==> config.mk <==
export PLATFORM = sky130hd
export DESIGN_NAME = sprite_compositor
export DESIGN_NICKNAME = d
export VERILOG_FILES = /design/src/rtl/sprite_pkg.sv /design/src/rtl/sprite_box_test.sv /design/src/rtl/sprite_compositor.sv
export SDC_FILE = /design/constraint.sdc
export NUM_CORES = 1
export LEC_CHECK = 0
export ABC_AREA = 0
export CORE_MARGIN = 2
export CORE_UTILIZATION = 53
export DETAILED_ROUTE_END_ITERATION = 16
export GPL_TIMING_DRIVEN = 0
export PLACE_DENSITY = 0.87
export SLEW_MARGIN = 20
export SYNTH_ARGS = -nofsm -noshare
export SYNTH_HDL_FRONTEND = slang
export SYNTH_SLANG_ARGS = --single-unit
export TNS_END_PERCENT = 20
==> constraint.sdc <==
create_clock -name clk -period 9.08 [get_ports clk]
set_input_delay 2.27 -clock clk [delete_from_list [all_inputs] [get_ports clk]]
set_output_delay 2.27 -clock clk [all_outputs]
set_load 0.03 [all_outputs]
==> src/rtl/sprite_pkg.sv <==
// sprite_pkg: shared screen defaults, colour keys, coordinate widths and pipeline latency
package sprite_pkg;
  localparam int SCR_W_DEF = 96;
  localparam int SCR_H_DEF = 64;
  localparam logic [15:0] KEY0_DEF = 16'h0000;
  localparam logic [15:0] KEY1_DEF = 16'h0001;
  localparam int X_W = 7;
  localparam int Y_W = 6;
  localparam int L_W = 5;
  localparam int IDX_W = 13;
  localparam int CMP_W = 8;
  localparam int LATENCY = 3;
  function automatic logic is_key(input logic [15:0] c, input logic [15:0] k0, input logic [15:0] k1);
    return (c == k0) || (c == k1);
  endfunction
endpackage

==> src/rtl/sprite_box_test.sv <==
// sprite_box_test: per-sprite box hit test and local texel coordinates, compared at 8 bits so boxes never wrap
module sprite_box_test import sprite_pkg::*; #(
  parameter int SPR_W = 20,
  parameter int SPR_H = 20
) (
  input  logic           en,
  input  logic           active,
  input  logic [X_W-1:0] x,
  input  logic [Y_W-1:0] y,
  input  logic [X_W-1:0] sx,
  input  logic [Y_W-1:0] sy,
  output logic           hit,
  output logic [L_W-1:0] lx,
  output logic [L_W-1:0] ly
);
  logic [CMP_W-1:0] x8, y8, sx8, sy8;
  assign x8  = CMP_W'(x);
  assign y8  = CMP_W'(y);
  assign sx8 = CMP_W'(sx);
  assign sy8 = CMP_W'(sy);
  assign hit = en && active && (x8 >= sx8) && (x8 < sx8 + CMP_W'(SPR_W))
                            && (y8 >= sy8) && (y8 < sy8 + CMP_W'(SPR_H));
  assign lx  = hit ? L_W'(x8 - sx8) : '0;
  assign ly  = hit ? L_W'(y8 - sy8) : '0;
endmodule

==> src/rtl/sprite_compositor.sv <==
// sprite_compositor: 3-cycle sprite-over-background pixel compositor; SPRITE_COLLIDE_EN adds per-frame collision flags
module sprite_compositor import sprite_pkg::*; #(
  parameter int NUM_SPR = 8,
  parameter int SPR_W = 20,
  parameter int SPR_H = 20,
  parameter int SCR_W = SCR_W_DEF,
  parameter int SCR_H = SCR_H_DEF,
  parameter logic [15:0] KEY0 = KEY0_DEF,
  parameter logic [15:0] KEY1 = KEY1_DEF
) (
  input  logic                   clk,
  input  logic                   rst_n,
  input  logic [IDX_W-1:0]       pixel_index,
  input  logic                   sample_pixel,
  input  logic                   frame_begin,
  input  logic [X_W*NUM_SPR-1:0] spr_x,
  input  logic [Y_W*NUM_SPR-1:0] spr_y,
  input  logic [NUM_SPR-1:0]     spr_active,
  output logic [L_W*NUM_SPR-1:0] fetch_x,
  output logic [L_W*NUM_SPR-1:0] fetch_y,
  output logic [NUM_SPR-1:0]     fetch_en,
  output logic [X_W-1:0]         bg_x,
  output logic [Y_W-1:0]         bg_y,
  input  logic [16*NUM_SPR-1:0]  spr_pixel,
  input  logic [15:0]            bg_pixel,
  output logic [15:0]            pixel_data,
  output logic                   pixel_valid,
  output logic [NUM_SPR-1:0]     hit_mask
);
  localparam logic [IDX_W:0] NPIX = (IDX_W+1)'(SCR_W * SCR_H);
  logic [X_W*NUM_SPR-1:0] sh_x;
  logic [Y_W*NUM_SPR-1:0] sh_y;
  logic [NUM_SPR-1:0]     sh_a;
  logic                   v1, oob1, v2, oob2;
  logic [X_W-1:0]         x1, xc;
  logic [Y_W-1:0]         y1, yc;
  logic                   in_rng;
  logic [NUM_SPR-1:0]     hit, hit2, opaque;
  logic [15:0]            colour;

  // Shadow copy of the sprite table, so a frame always sees one consistent set of positions
  always_ff @(posedge clk or negedge rst_n)
    if (!rst_n) begin
      sh_x <= '0;
      sh_y <= '0;
      sh_a <= '0;
    end else if (frame_begin) begin
      sh_x <= spr_x;
      sh_y <= spr_y;
      sh_a <= spr_active;
    end

  assign in_rng = {1'b0, pixel_index} < NPIX;
  assign xc = X_W'(pixel_index % IDX_W'(SCR_W));
  assign yc = Y_W'(pixel_index / IDX_W'(SCR_W));

  // Stage 1: split the linear index into screen x/y; off-screen requests carry no coordinates
  always_ff @(posedge clk or negedge rst_n)
    if (!rst_n) begin
      v1   <= 1'b0;
      oob1 <= 1'b0;
      x1   <= '0;
      y1   <= '0;
    end else begin
      v1 <= sample_pixel;
      if (sample_pixel) begin
        oob1 <= !in_rng;
        x1   <= in_rng ? xc : '0;
        y1   <= in_rng ? yc : '0;
      end
    end

  assign bg_x = x1;
  assign bg_y = y1;

  for (genvar i = 0; i < NUM_SPR; i++) begin : g_box
    sprite_box_test #(.SPR_W(SPR_W), .SPR_H(SPR_H)) u_box (
      .en     (v1 && !oob1),
      .active (sh_a[i]),
      .x      (x1),
      .y      (y1),
      .sx     (sh_x[i*X_W +: X_W]),
      .sy     (sh_y[i*Y_W +: Y_W]),
      .hit    (hit[i]),
      .lx     (fetch_x[i*L_W +: L_W]),
      .ly     (fetch_y[i*L_W +: L_W])
    );
  end

  assign fetch_en = hit;

  // Stage 2: carry hits alongside the ROM read so they line up with spr_pixel
  always_ff @(posedge clk or negedge rst_n)
    if (!rst_n) begin
      v2   <= 1'b0;
      oob2 <= 1'b0;
      hit2 <= '0;
    end else begin
      v2   <= v1;
      oob2 <= oob1;
      hit2 <= hit;
    end

  // Priority mux: scanning from the top down leaves the lowest-index opaque sprite on top
  always_comb begin
    opaque = '0;
    colour = bg_pixel;
    for (int i = NUM_SPR - 1; i >= 0; i--) begin
      opaque[i] = hit2[i] && !is_key(spr_pixel[i*16 +: 16], KEY0, KEY1);
      if (opaque[i]) colour = spr_pixel[i*16 +: 16];
    end
  end

  // Output register: one valid strobe per request, black for off-screen indices
  always_ff @(posedge clk or negedge rst_n)
    if (!rst_n) begin
      pixel_valid <= 1'b0;
      pixel_data  <= '0;
    end else begin
      pixel_valid <= v2;
      if (v2) pixel_data <= oob2 ? '0 : colour;
    end

`ifdef SPRITE_COLLIDE_EN
  logic [NUM_SPR-1:0] acc;
  logic               multi;
  assign multi = |(opaque & (opaque - NUM_SPR'(1)));

  // Collision accumulator, published to hit_mask and restarted at each frame boundary
  always_ff @(posedge clk or negedge rst_n)
    if (!rst_n) begin
      acc      <= '0;
      hit_mask <= '0;
    end else if (frame_begin) begin
      hit_mask <= acc;
      acc      <= '0;
    end else if (v2 && multi) begin
      acc <= acc | opaque;
    end
`else
  assign hit_mask = '0;
`endif
endmodule

==> results.toml <==
[clock_tree]
numClockSinks = 154
htreeDepth = 4
worstSkewPairLatency_ns = 0.43
post_cts_buffers = 0
cts.repair.resized = 0
cts_made_buffers = 17
clk_path_buf_depth = 2
clock-root-buffer = "clkbuf_16"
cts_tree = "yes"
path_clk_slew_ns = 0.07
cts_hold_buf = 0

[placed_design]
place_hpwl_mm = 38.0
port_buffers = 387
gp_congestion = 0.976

[floorplan]
core-area_mm2 = 0.0259
fp.dieW_um = 166
die_y_um = 166
num_rows = 59
ioPinCount = 399
die-area_mm2 = 0.0276
start_util_pct = 53.7

[worst_setup_path]
crit_type = "register to output port"
cp-start-kind = "register"
cp.arrival_ns = 4.60
cp_data_required_time_ns = 6.81
cp_max_fo = 10
path_cells = "inv_1 > ha_1 > inv_1 > fa_1 > nor2b_1 > o21a_1 > o21ai_1 > a21oi_1 > o22a_1 > or4_1 > buf_2 > inv_1 > buf_4 > clkdlybuf4s50_1"
crit_path_max_incr_delay_ns = 0.66
end_kind = "output port"
cpMostUsedCell = "inv_1"
crit_slowest_cell = "clkdlybuf4s50_1"

[timing]
max_freq_mhz = 146
setup_viol = 0
setup_tns_ns = 0
maxSlewHeadroom_pct = 18.2
tightest_slew_ns = 1.23
min_period_ns = 6.87
slew_violations = 0
rsz0062_at_grt = "false"
post-route-period-util_pct = 75.7
hold_viol = 0
fin_skew_ns = 0.00951

[synth]
yosysSeqAreaShare_pct = 27.7
async_flop_share_pct = 100
syn_avg_cell_area_um2 = 8.47
synth_top_area_share_pct = 27.7
yosysMostFrequentCell = "ha_1"
synth_ff_type = "dfrtp_1"
netlist-cell-type-count = 73
synth.top_cells.by_area = "dfrtp_1 28%, ha_1 17%, o21ai_0 6.2%, inv_1 4.3%, nand2_1 4.2%"
synth_edf_count = 0
syn_area_mm2 = 0.0139
synth_common_cells = "192 x ha_1, 172 x o21ai_0, 158 x inv_1"
ys_ff_latch = 154
ys.warnings.count = 0
synth_cells = 1643
yosysTopAreaCell = "dfrtp_1"

[layout]
fillerInstances = 1933
fin_util_pct = 72.8
drive_above_1_share_pct = 5.17
area_growth_pct = 35.6
fin_nets = 2538

[global_route]
grt_pass1_vias = 14500
antenna_found_initial = 7
grt_pass1_wl_mm = 76.1
grtUsageTotal_pct = 35.0
grt-ovfl-total = 0
grt_max_degree = 97

[job]
maxCapViolations = 0

[power_and_ir_drop]
cellPowerDensity_mw_per_mm2 = 146
ir_drop_mv = 0.119
p_leak_nw = 8.56

[worst_hold_path]
hold_path.class = "register to register"

[routing]
drc = 0
vias = 14200
drt_pass1_iterations = 6
via_per_inst = 5.91
wl_mm = 48.9
drtIter0Drc = 1219
wire_per_inst_um = 20.3
ant_nets = 0

[status]
outcome = "finished, final reports clean"
report_power, final:
| group | total (mW) | leakage [nW] | switching [mW] | internal, mW |
|---|---|---|---|---|
| clock | 0.733 | 0.282 | 0.342 | 0.391 |
| sequential | 0.858 | 1.89 | 0.107 | 0.751 |
| combinational | 1.16 | 6.39 | 0.614 | 0.551 |
| total | 2.76 | 8.56 | 1.06 | 1.69 |
cell usage in the layout, fill, tap and decap left out, drive strengths merged, types with 40 or more instances in the layout:
master,netlist,layout
a21o,48,48
a21oi,82,82
buf,38,40
clkbuf,46,64
clkdlybuf4s50,0,386
dfrtp,154,154
ha,192,192
inv,158,165
nand2,155,155
nor2,101,101
nor3,52,52
o21ai,175,175
xnor2,47,47
xor2,42,42
state kept, by name, summed over array words and instances, names as in the netlist:
register and cells:
bg_y 6, sh_x 56, v1 1, bg_x 7, pixel_data 16, sh_y 48, oob2 1, pixel_valid 1
hit2 8, sh_a 8, oob1 1, v2 1
cell type report:
type | count | area [µm²] | area share [%]
Clock inverter | 14 | 159 | 0.843
Tap cell | 335 | 419 | 2.22
Timing Repair Buffer | 388 | 3910 | 20.7
Clock buffer | 18 | 429 | 2.28
Sequential cell | 154 | 3860 | 20.4
Multi-Input combinational cell | 1252 | 9040 | 47.9
Inverter | 160 | 601 | 3.18
Antenna cell | 3 | 7.51 | 0.0398
Buffer | 84 | 438 | 2.32
per-stage QoR:
step | total power, mW | cell area [µm²] | setup slack (ns) | hold WS, ns | std cells
finish | 2.76 | 18900 | 2.21 | 0.424 | 2408
global route | 2.93 | 18900 | 1.96 | 0.433 | 2407
CTS | 2.75 | 18900 | 2.22 | 0.414 | 2405
detailed placement | 2.01 | 18300 | 2.72 | 0.398 | 2373
global placement | 1.96 | 18200 | -0.669 | 0.390 | 2372
floorplan | 1.58 | 13900 | 3.63 | 0.347 | 1650
worst max-delay path, delay by kind of cell (launching register included):
family          cells  cell delay, ns
compound gates      4            0.58
fa+ha+maj           2            0.70
buf+inv             6            1.81
flops               1            0.38
simple gates        2            0.69
final timing paths:
| kind | startpoint | slack [ns] | end | cells after the start |
|---|---|---|---|---|
| setup / recovery | bg_x[0] | 2.21 | fetch_en[7] | 14 |
| hold / removal | v2 | 0.42 | pixel_valid | 0 |
| setup reg to reg | bg_x[0] | 5.62 | hit2[7] | 12 |
| hold reg to reg | v2 | 0.42 | pixel_valid | 0 |
| max in group asynchronous | rst_n | 6.42 | bg_y[1] | 2 |
| min in group asynchronous | rst_n | 1.78 | pixel_data[7] | 1 |
kinds of logic after synthesis:
group / count (synthesis) / share of synthesized area (%)
other: 1 / 0.0270
xor gates and xnor gates: 89 / 5.60
DFF: 154 / 27.7
buffers and inverters: 244 / 7.47
AOI/OAI and AO/OA: 473 / 22.0
and+or+nand+nor: 444 / 15.2
adders and majority gates: 209 / 19.6
muxes: 29 / 2.35
routing by layer:
metal | global-route usage [%] | routed length [µm] | up-vias
li1 | - | - | 6645
met1 | 39.7 | 18200 | 6730
met2 | 60.7 | 23800 | 683
met3 | 7.48 | 3760 | 177
met4 | 20.9 | 3190 | 8
met5 | 0 | 52 | -
Note: power is estimated with default switching activity, not from simulation.
